`config.mk`:
```
export PLATFORM = sky130hd
export DESIGN_NAME = scan_sched
export DESIGN_NICKNAME = d
export VERILOG_FILES = /design/src/rtl/scan_pkg.sv /design/src/rtl/step_timer.sv /design/src/rtl/scan_sched.sv
export SDC_FILE = /design/constraint.sdc
export NUM_CORES = 1
export LEC_CHECK = 0
export BUFFER_PORTS_ARGS = -buffer_cell sky130_fd_sc_hd__buf_4
export CORE_MARGIN = 8
export CORE_UTILIZATION = 54
export CTS_BUF_LIST = sky130_fd_sc_hd__clkbuf_8
export CTS_CLUSTER_DIAMETER = 100
export DETAILED_ROUTE_END_ITERATION = 10
export MAX_ROUTING_LAYER = met4
export PLACE_DENSITY = 0.85
export SYNTH_ARGS = -nofsm -noshare
export SYNTH_HDL_FRONTEND = slang
export SYNTH_SLANG_ARGS = --single-unit
```
`constraint.sdc`:
```
create_clock -name clk -period 2.3 [get_ports clk]
set_input_delay 0.115 -clock clk [delete_from_list [all_inputs] [get_ports clk]]
set_output_delay 0.115 -clock clk [all_outputs]
set_load 0.01 [all_outputs]
```
`src/rtl/scan_pkg.sv`:
```
// scan_pkg: shared FSM states, speed limits and address split for the memory viewer scheduler.
package scan_pkg;
   typedef enum logic [1:0] {READ, LAT, WAIT, PAUSED} state_t;
   localparam logic [1:0] SPD_MIN = 2'd0;
   localparam logic [1:0] SPD_MAX = 2'd3;
   localparam int INSTR_BIT = 7;
endpackage

```
`src/rtl/step_timer.sv`:
```
// step_timer: down-counter timing the idle gap between reads; reload leaves P-1-RD_LAT cycles of WAIT.
module step_timer #(
   parameter int CLK_FREQ = 100_000_000,
   parameter int RD_LAT = 1,
   localparam int W = $clog2(CLK_FREQ)
) (
   input  logic       clk,
   input  logic       rst_n,
   input  logic       load,
   input  logic       clear,
   input  logic [1:0] lvl,
   output logic       done
);
   logic [W-1:0] cnt;
   logic [W-1:0] reload;
   assign reload = W'((CLK_FREQ >> lvl) - RD_LAT - 2);
   assign done = cnt == '0;
   always_ff @(posedge clk or negedge rst_n)
      if (!rst_n) cnt <= '0;
      else cnt <= (load || clear) ? reload : done ? cnt : cnt - W'(1);
endmodule

```
`src/rtl/scan_sched.sv`:
```
// scan_sched: steps an 8-bit view address over data/instruction memory, one read per step,
// and publishes each captured word with its address to the display path.
module scan_sched
   import scan_pkg::*;
#(
   parameter int CLK_FREQ = 100_000_000,
   parameter int RD_LAT = 1
) (
   input  logic        clk,
   input  logic        rst_n,
   input  logic        pause,
   input  logic        speedup,
   input  logic        speeddown,
   input  logic [31:0] instr_rdata,
   input  logic [31:0] data_rdata,
   output logic [6:0]  mem_addr,
   output logic        instr_rd_en,
   output logic        data_rd_en,
   output logic [7:0]  disp_addr,
   output logic [31:0] disp_data,
   output logic        disp_vld,
   output logic [1:0]  status
);
   state_t state, state_nx;
   logic [7:0] rd_ptr;
   logic [1:0] lvl, lvl_nx, lat_cnt;
   logic pause_q, lat_done, spd_chg, t_done;
   assign lat_done = state == LAT && lat_cnt == 2'(RD_LAT - 1);
   assign spd_chg = (speedup ^ speeddown) && (speedup ? lvl != SPD_MAX : lvl != SPD_MIN);
   assign lvl_nx = !spd_chg ? lvl : speedup ? lvl + 2'd1 : lvl - 2'd1;
   assign status = lvl;
   assign mem_addr = rd_ptr[INSTR_BIT-1:0];
   // gated by rst_n so no strobe leaks out while reset holds the FSM in READ
   assign instr_rd_en = rst_n && state == READ && rd_ptr[INSTR_BIT];
   assign data_rd_en = rst_n && state == READ && !rd_ptr[INSTR_BIT];
   step_timer #(.CLK_FREQ(CLK_FREQ), .RD_LAT(RD_LAT)) u_timer (
      .clk  (clk),
      .rst_n(rst_n),
      .load (lat_done),
      .clear((state == PAUSED && pause) || (state == WAIT && spd_chg)),
      .lvl  (lvl_nx),
      .done (t_done)
   );
   always_comb begin
      state_nx = state;
      case (state)
         READ:    state_nx = LAT;
         LAT:     state_nx = !lat_done ? LAT : (pause || pause_q) ? PAUSED : WAIT;
         WAIT:    state_nx = pause ? PAUSED : (t_done && !spd_chg) ? READ : WAIT;
         PAUSED:  state_nx = pause ? WAIT : PAUSED;
         default: state_nx = READ;
      endcase
   end
   always_ff @(posedge clk or negedge rst_n)
      if (!rst_n) begin
         state <= READ;
         rd_ptr <= '0;
         lvl <= SPD_MIN;
         lat_cnt <= '0;
         pause_q <= 1'b0;
         disp_addr <= '0;
         disp_data <= '0;
         disp_vld <= 1'b0;
      end else begin
         state <= state_nx;
         lvl <= lvl_nx;
         lat_cnt <= state == LAT ? lat_cnt + 2'd1 : 2'd0;
         pause_q <= !lat_done && (pause_q || (pause && (state == READ || state == LAT)));
         disp_vld <= lat_done;
         disp_addr <= lat_done ? rd_ptr : disp_addr;
         disp_data <= !lat_done ? disp_data : rd_ptr[INSTR_BIT] ? instr_rdata : data_rdata;
         rd_ptr <= lat_done ? rd_ptr + 8'd1 : rd_ptr;
      end
endmodule

```
# == Yosys cells after proc, flatten, opt, wreduce, memory -nomap -nowiden ==
# Index checks and enable logic that the tools add are counted.
# word_totals
out_inout_bits,52
reg_bits,83
in_bits,69
elab_cells,58
# classes
shifts,1
bitwise,1
addsub,7
n_eq_ne,5
muxes,13
n_reduce_logical,22
# op_table
op,n
27-bit two-way mux,2
32-bit two-way mux,1
27-bit zero test,1
27-bit by 2-bit right shift with 27-bit output (first input constant),1
27-bit by 1-bit subtractor with 27-bit output (second input constant),1
27-bit by 2-bit subtractor with 27-bit output (second input constant),1
27-bit by 3-bit subtractor with 27-bit output (second input constant),1
2-bit two-way mux,6
1-bit logical AND,10
8-bit by 1-bit adder with 8-bit output (second input constant),1
2-bit one-hot mux with 4 select lines,1
1-bit logical OR,5
2-bit by 1-bit adder with 2-bit output (second input constant),2
2-bit == test (second input constant),2
2-bit zero test,2
2-bit != test (second input constant),2
1-bit zero test,3
1-bit two-way mux,3
2-bit by 1-bit == test with 1-bit output (second input constant),1
2-bit nonzero test,1
2-bit by 1-bit subtractor with 2-bit output (second input constant),1
1-bit XOR,1

# == Logic depth before layout (Yosys ltp) ==
# depth
ltp_word,8
ltp_mapped,9
depth_no_buf,8

# == Cells and area by module ==
# Synthesis repeated with hierarchy kept, for this count alone.
# hier_totals
cells_unflattened,422
hier_area_um2,4195.3
# modules_own_cells
mod,cells_per_inst,area_each_um2,instances,seq_area_each_um2
scan_sched,249,2627.5,1,1401.3
step_timer,173,1567.8,1,675.6

# == Worst setup path after synthesis ==
# No wires, ideal clock.
# synth_timing
path_type,flip-flop to flip-flop
start,register u_timer.cnt[0]
end,register u_timer.cnt[25]
stages_incl_launch_ff,10
period_less_slack_ns,2.076
n_path_buf,2
t_arrival_ns,1.935
setup_time_ns,0.141
path_slack_ns,0.224
required_time_ns,2.159
cell_sequence,dfrtp_1 inv_1 ha_1 nor4b_2 nand2_1 or4_1 buf_6 nand2_2 buf_6 o32ai_1
# synth_between
elab_chain_len,3
elab_cells_between_ends,5
classes_between,1 x add/sub; 1 x eq/ne; 2 x mux; 1 x reduce/logical
# synth_rtl
element,line,rtl
"start, declared",step_timer.sv:14,logic [W-1:0] cnt;
"start signal, assigned",step_timer.sv:20,else cnt <= (load || clear) ? reload : done ? cnt : cnt - W'(1);
27-bit by 1-bit subtractor with 27-bit output,step_timer.sv:20,
27-bit two-way mux (2 in series),step_timer.sv:20,
# Parallel ways exist; a longest one is shown, timed or not. The select of a mux whose other input is x is not followed.
# A chain may end at the register's enable or synchronous reset.

# == Worst setup path in the final report ==
# layout_timing
start,register u_timer.cnt[0]
end,register u_timer.cnt[24]
# The elaborated chain is that of the path after synthesis.

==> results.json <==
{
  "final_cell_mix": "buf_4 (135), dfrtp_1 (82), nor2_1 (49)",
  "grt_start_max_net_pins": 56,
  "syn-mean-instance-area_sq_um": 9.92,
  "yosys.area.top_type": "dfrtp_1",
  "crit_chain": "inv_1, ha_1, nor4b_2, buf_4, nand4_2, nand2b_4, or4_1, a31oi_1",
  "max_slew_margin_pct": 56.8,
  "grt_pass1_wl_mm": 16.7,
  "holdPathStages": 3,
  "grt_pass1_vias": 3422,
  "n_antenna_cell": 0,
  "setup_violations": 0,
  "crit_arrival_ps": 2470,
  "num_vias": 3472,
  "outcome": "complete, no violations",
  "timing.critical_path.to_type": "flop",
  "cts-root-buf": "clkbuf_8",
  "drive_gt1_share_pct": 30.9,
  "drc": 0,
  "fillers": 525,
  "drt_iter0_drc": 150,
  "num_rows": 31,
  "numClockSinks": 83,
  "crit_buf_inv": 2,
  "internal_power_w": 0.00256,
  "cts_tree": "yes",
  "cp_max_fo": 7,
  "fp.dieArea_sq_um": 10600,
  "ys.flop_type": "dfrtp_1",
  "ys_types": 50,
  "cellPowerDensity_nw_per_um2": 739,
  "syn_nets": 484,
  "htreeDepth": 3,
  "io_buffers": 120,
  "io_pins": 121,
  "chipWidth_um": 103,
  "area_growth_pct": 29.9,
  "clk_latency_ps": 350,
  "die_h_um": 103,
  "cts_buffers": 9,
  "via_per_inst": 5.45,
  "ff2ff_path_depth": 8,
  "fin_nets": 606,
  "worst_pin_slew_ps": 644,
  "syn_inst": 411,
  "gp_congestion": 0.911,
  "synth-async-reset-ratio_pct": 100,
  "critPathSlowestCell": "or4_1",
  "yosysWarnings": 0,
  "yosys-top-cells-area": "dfrtp_1 (51%), mux2i_1 (8.3%), a21oi_1 (4.5%)",
  "antenna_found_initial": 0,
  "path_clk_slew_ps": 90,
  "switching_share_pct": 34.6,
  "finalWirelength_mm": 10.9,
  "ys_ff_latch": 83,
  "r2r_end": "u_timer.cnt[24]",
  "power.static_leakage_nw": 2.28,
  "wl_per_cell_um": 17.1,
  "fin_util_pct": 72.7,
  "first_pass_iters": 6,
  "syn_area_sq_um": 4080,
  "critPathKind": "reg -> reg",
  "overflow": 0,
  "hold_violations": 0,
  "clockBufferDepth": 2,
  "final_common_cell": "buf_4",
  "grt_usage_pct": 20.8,
  "antenna_left": 0,
  "min_from": "pause",
  "yosysTopAreaCellShare_pct": 50.9,
  "crit_family": "simple AND/OR/NAND/NOR gates",
  "ys_seq_area_share_pct": 50.9,
  "power_frac_comb_pct": 25.5,
  "clock_power_share_pct": 24.6,
  "max-vdd-ir-drop_uv": 738,
  "start_kind": "flop",
  "max_stage_delay_ps": 430,
  "start_util_pct": 55.9,
  "cap_violations": 0,
  "period_needed_ps": 2190,
  "critical_path_required_ps": 2580,
  "fmax_mhz": 456,
  "synth_edf_count": 0,
  "rr_startpoint": "u_timer.cnt[0]",
  "power_frac_seq_pct": 49.9,
  "min_to": "pause_q",
  "r2r_setup_slack_ps": 110,
  "coreArea_sq_um": 7290,
  "skew_ps": 9.95,
  "setup_tns_ps": 0,
  "power_switching_w": 0.00136,
  "hp-class": "in -> reg",
  "maxSlewViolCount": 0,
  "dp_hpwl_mm": 8.17,
  "layout_worst_path_cycle_share_pct": 95.4
}
-- layout make-up --
cell class / count / area, sq um / area share [%]
flip-flops and latches: 83 / 2080 / 39.2
multi-input cells: 291 / 1840 / 34.7
repair buffers: 137 / 1040 / 19.7
clock buffers: 10 / 138 / 2.60
well taps: 99 / 124 / 2.34
inverters: 11 / 41.3 / 0.779
clock inverters: 6 / 38.8 / 0.732
-- synth_stat cells, drive strengths merged (2+ instances only) --
cell type / count
ha: 4
a22oi: 4
nand3: 9
dfrtp: 83
clkbuf: 10
nor2: 49
or4: 5
nor4b: 3
o22ai: 5
a31oi: 4
nand2: 41
and3: 6
nand2b: 2
nor4: 7
mux2i: 34
inv: 10
a21o: 2
or3: 6
o21ai: 22
nand4: 5
xor2: 7
a21oi: 37
buf: 16
xnor2: 16
nor3: 9
-- layer usage --
| layer | GRT usage (%) | up-vias | share of wire [%] |
|---|---|---|---|
| met2 | 35.1 | 130 | 49 |
| met4 | 6.79 | 0 | 1.5 |
| met3 | 5.13 | 13 | 9.0 |
| met5 | - | - | 0 |
| met1 | 23.7 | 1652 | 40 |
| li1 | - | 1677 | - |
-- worst max path at each step --
stage | cells after the start | to | startpoint | slack, ps
2_1_floorplan | 9 | u_timer.cnt[25] | u_timer.cnt[0] | 220
3_3_place_gp | 7 | u_timer.cnt[25] | u_timer.cnt[0] | 50
3_5_place_dp | 7 | u_timer.cnt[25] | u_timer.cnt[0] | -20
4_1_cts | 8 | u_timer.cnt[24] | u_timer.cnt[0] | 70
5_1_grt | 8 | u_timer.cnt[24] | u_timer.cnt[0] | -2
6_report | 8 | u_timer.cnt[24] | u_timer.cnt[0] | 110
-- metrics by stage --
step	area [sq um]	setup slack [ps]	std cells	hold slack (ps)	power, W
floorplan	4080	224	411	-181	0.00250
global placement	5100	51.7	620	94.9	0.00287
detailed placement	5100	-23.1	620	105	0.00293
CTS	5290	71.0	637	35.6	0.00389
global route	5300	-1.81	637	56.1	0.00411
finish	5300	107	637	42.7	0.00391
-- logic make-up after synthesis --
family,Yosys count,synth area share [%]
AOI/OAI and AO/OA,81,11.1
xor gates and xnor gates,23,4.94
adders and majority gates,4,1.23
buffers and inverters,37,4.45
DFF,83,50.9
muxes,35,8.62
and+or+nand+nor,148,18.7
-- flip-flops by register name, indices dropped and copies added, names as in the netlist --
signal	count
disp_data	32
disp_addr	8
status	2
disp_vld	1
rd_ptr	8
lat_cnt	2
u_timer.cnt	27
state	2
pause_q	1
-- power by group through the flow --
stage	Sequential [W]	Combinational (W)	Clock (W)
after detailed placement	0.00197	0.000967	0
after CTS	0.00194	0.000978	0.000973
after global placement	0.00194	0.000928	0
after global routing	0.00198	0.00109	0.00104
after floorplan	0.00191	0.000597	0
final	0.00195	0.000999	0.000963
-- tightest hold or removal path: stages --
cell	delay [ps]
buf_4	100
a21oi_1	60
nor2_1	80
-- timing repair --
| action | in CTS | in global routing |
|---|---|---|
| endpoints found under the setup margin | 13 | 1 |
| hold buffers | 1 | 0 |
| hold endpoints to repair | 35 | 0 |
| buffers inserted | 0 | 0 |
| pin swaps | 0 | 0 |
| gates resized for setup | 2 | 1 |
Power figures use the tool's default switching activity.
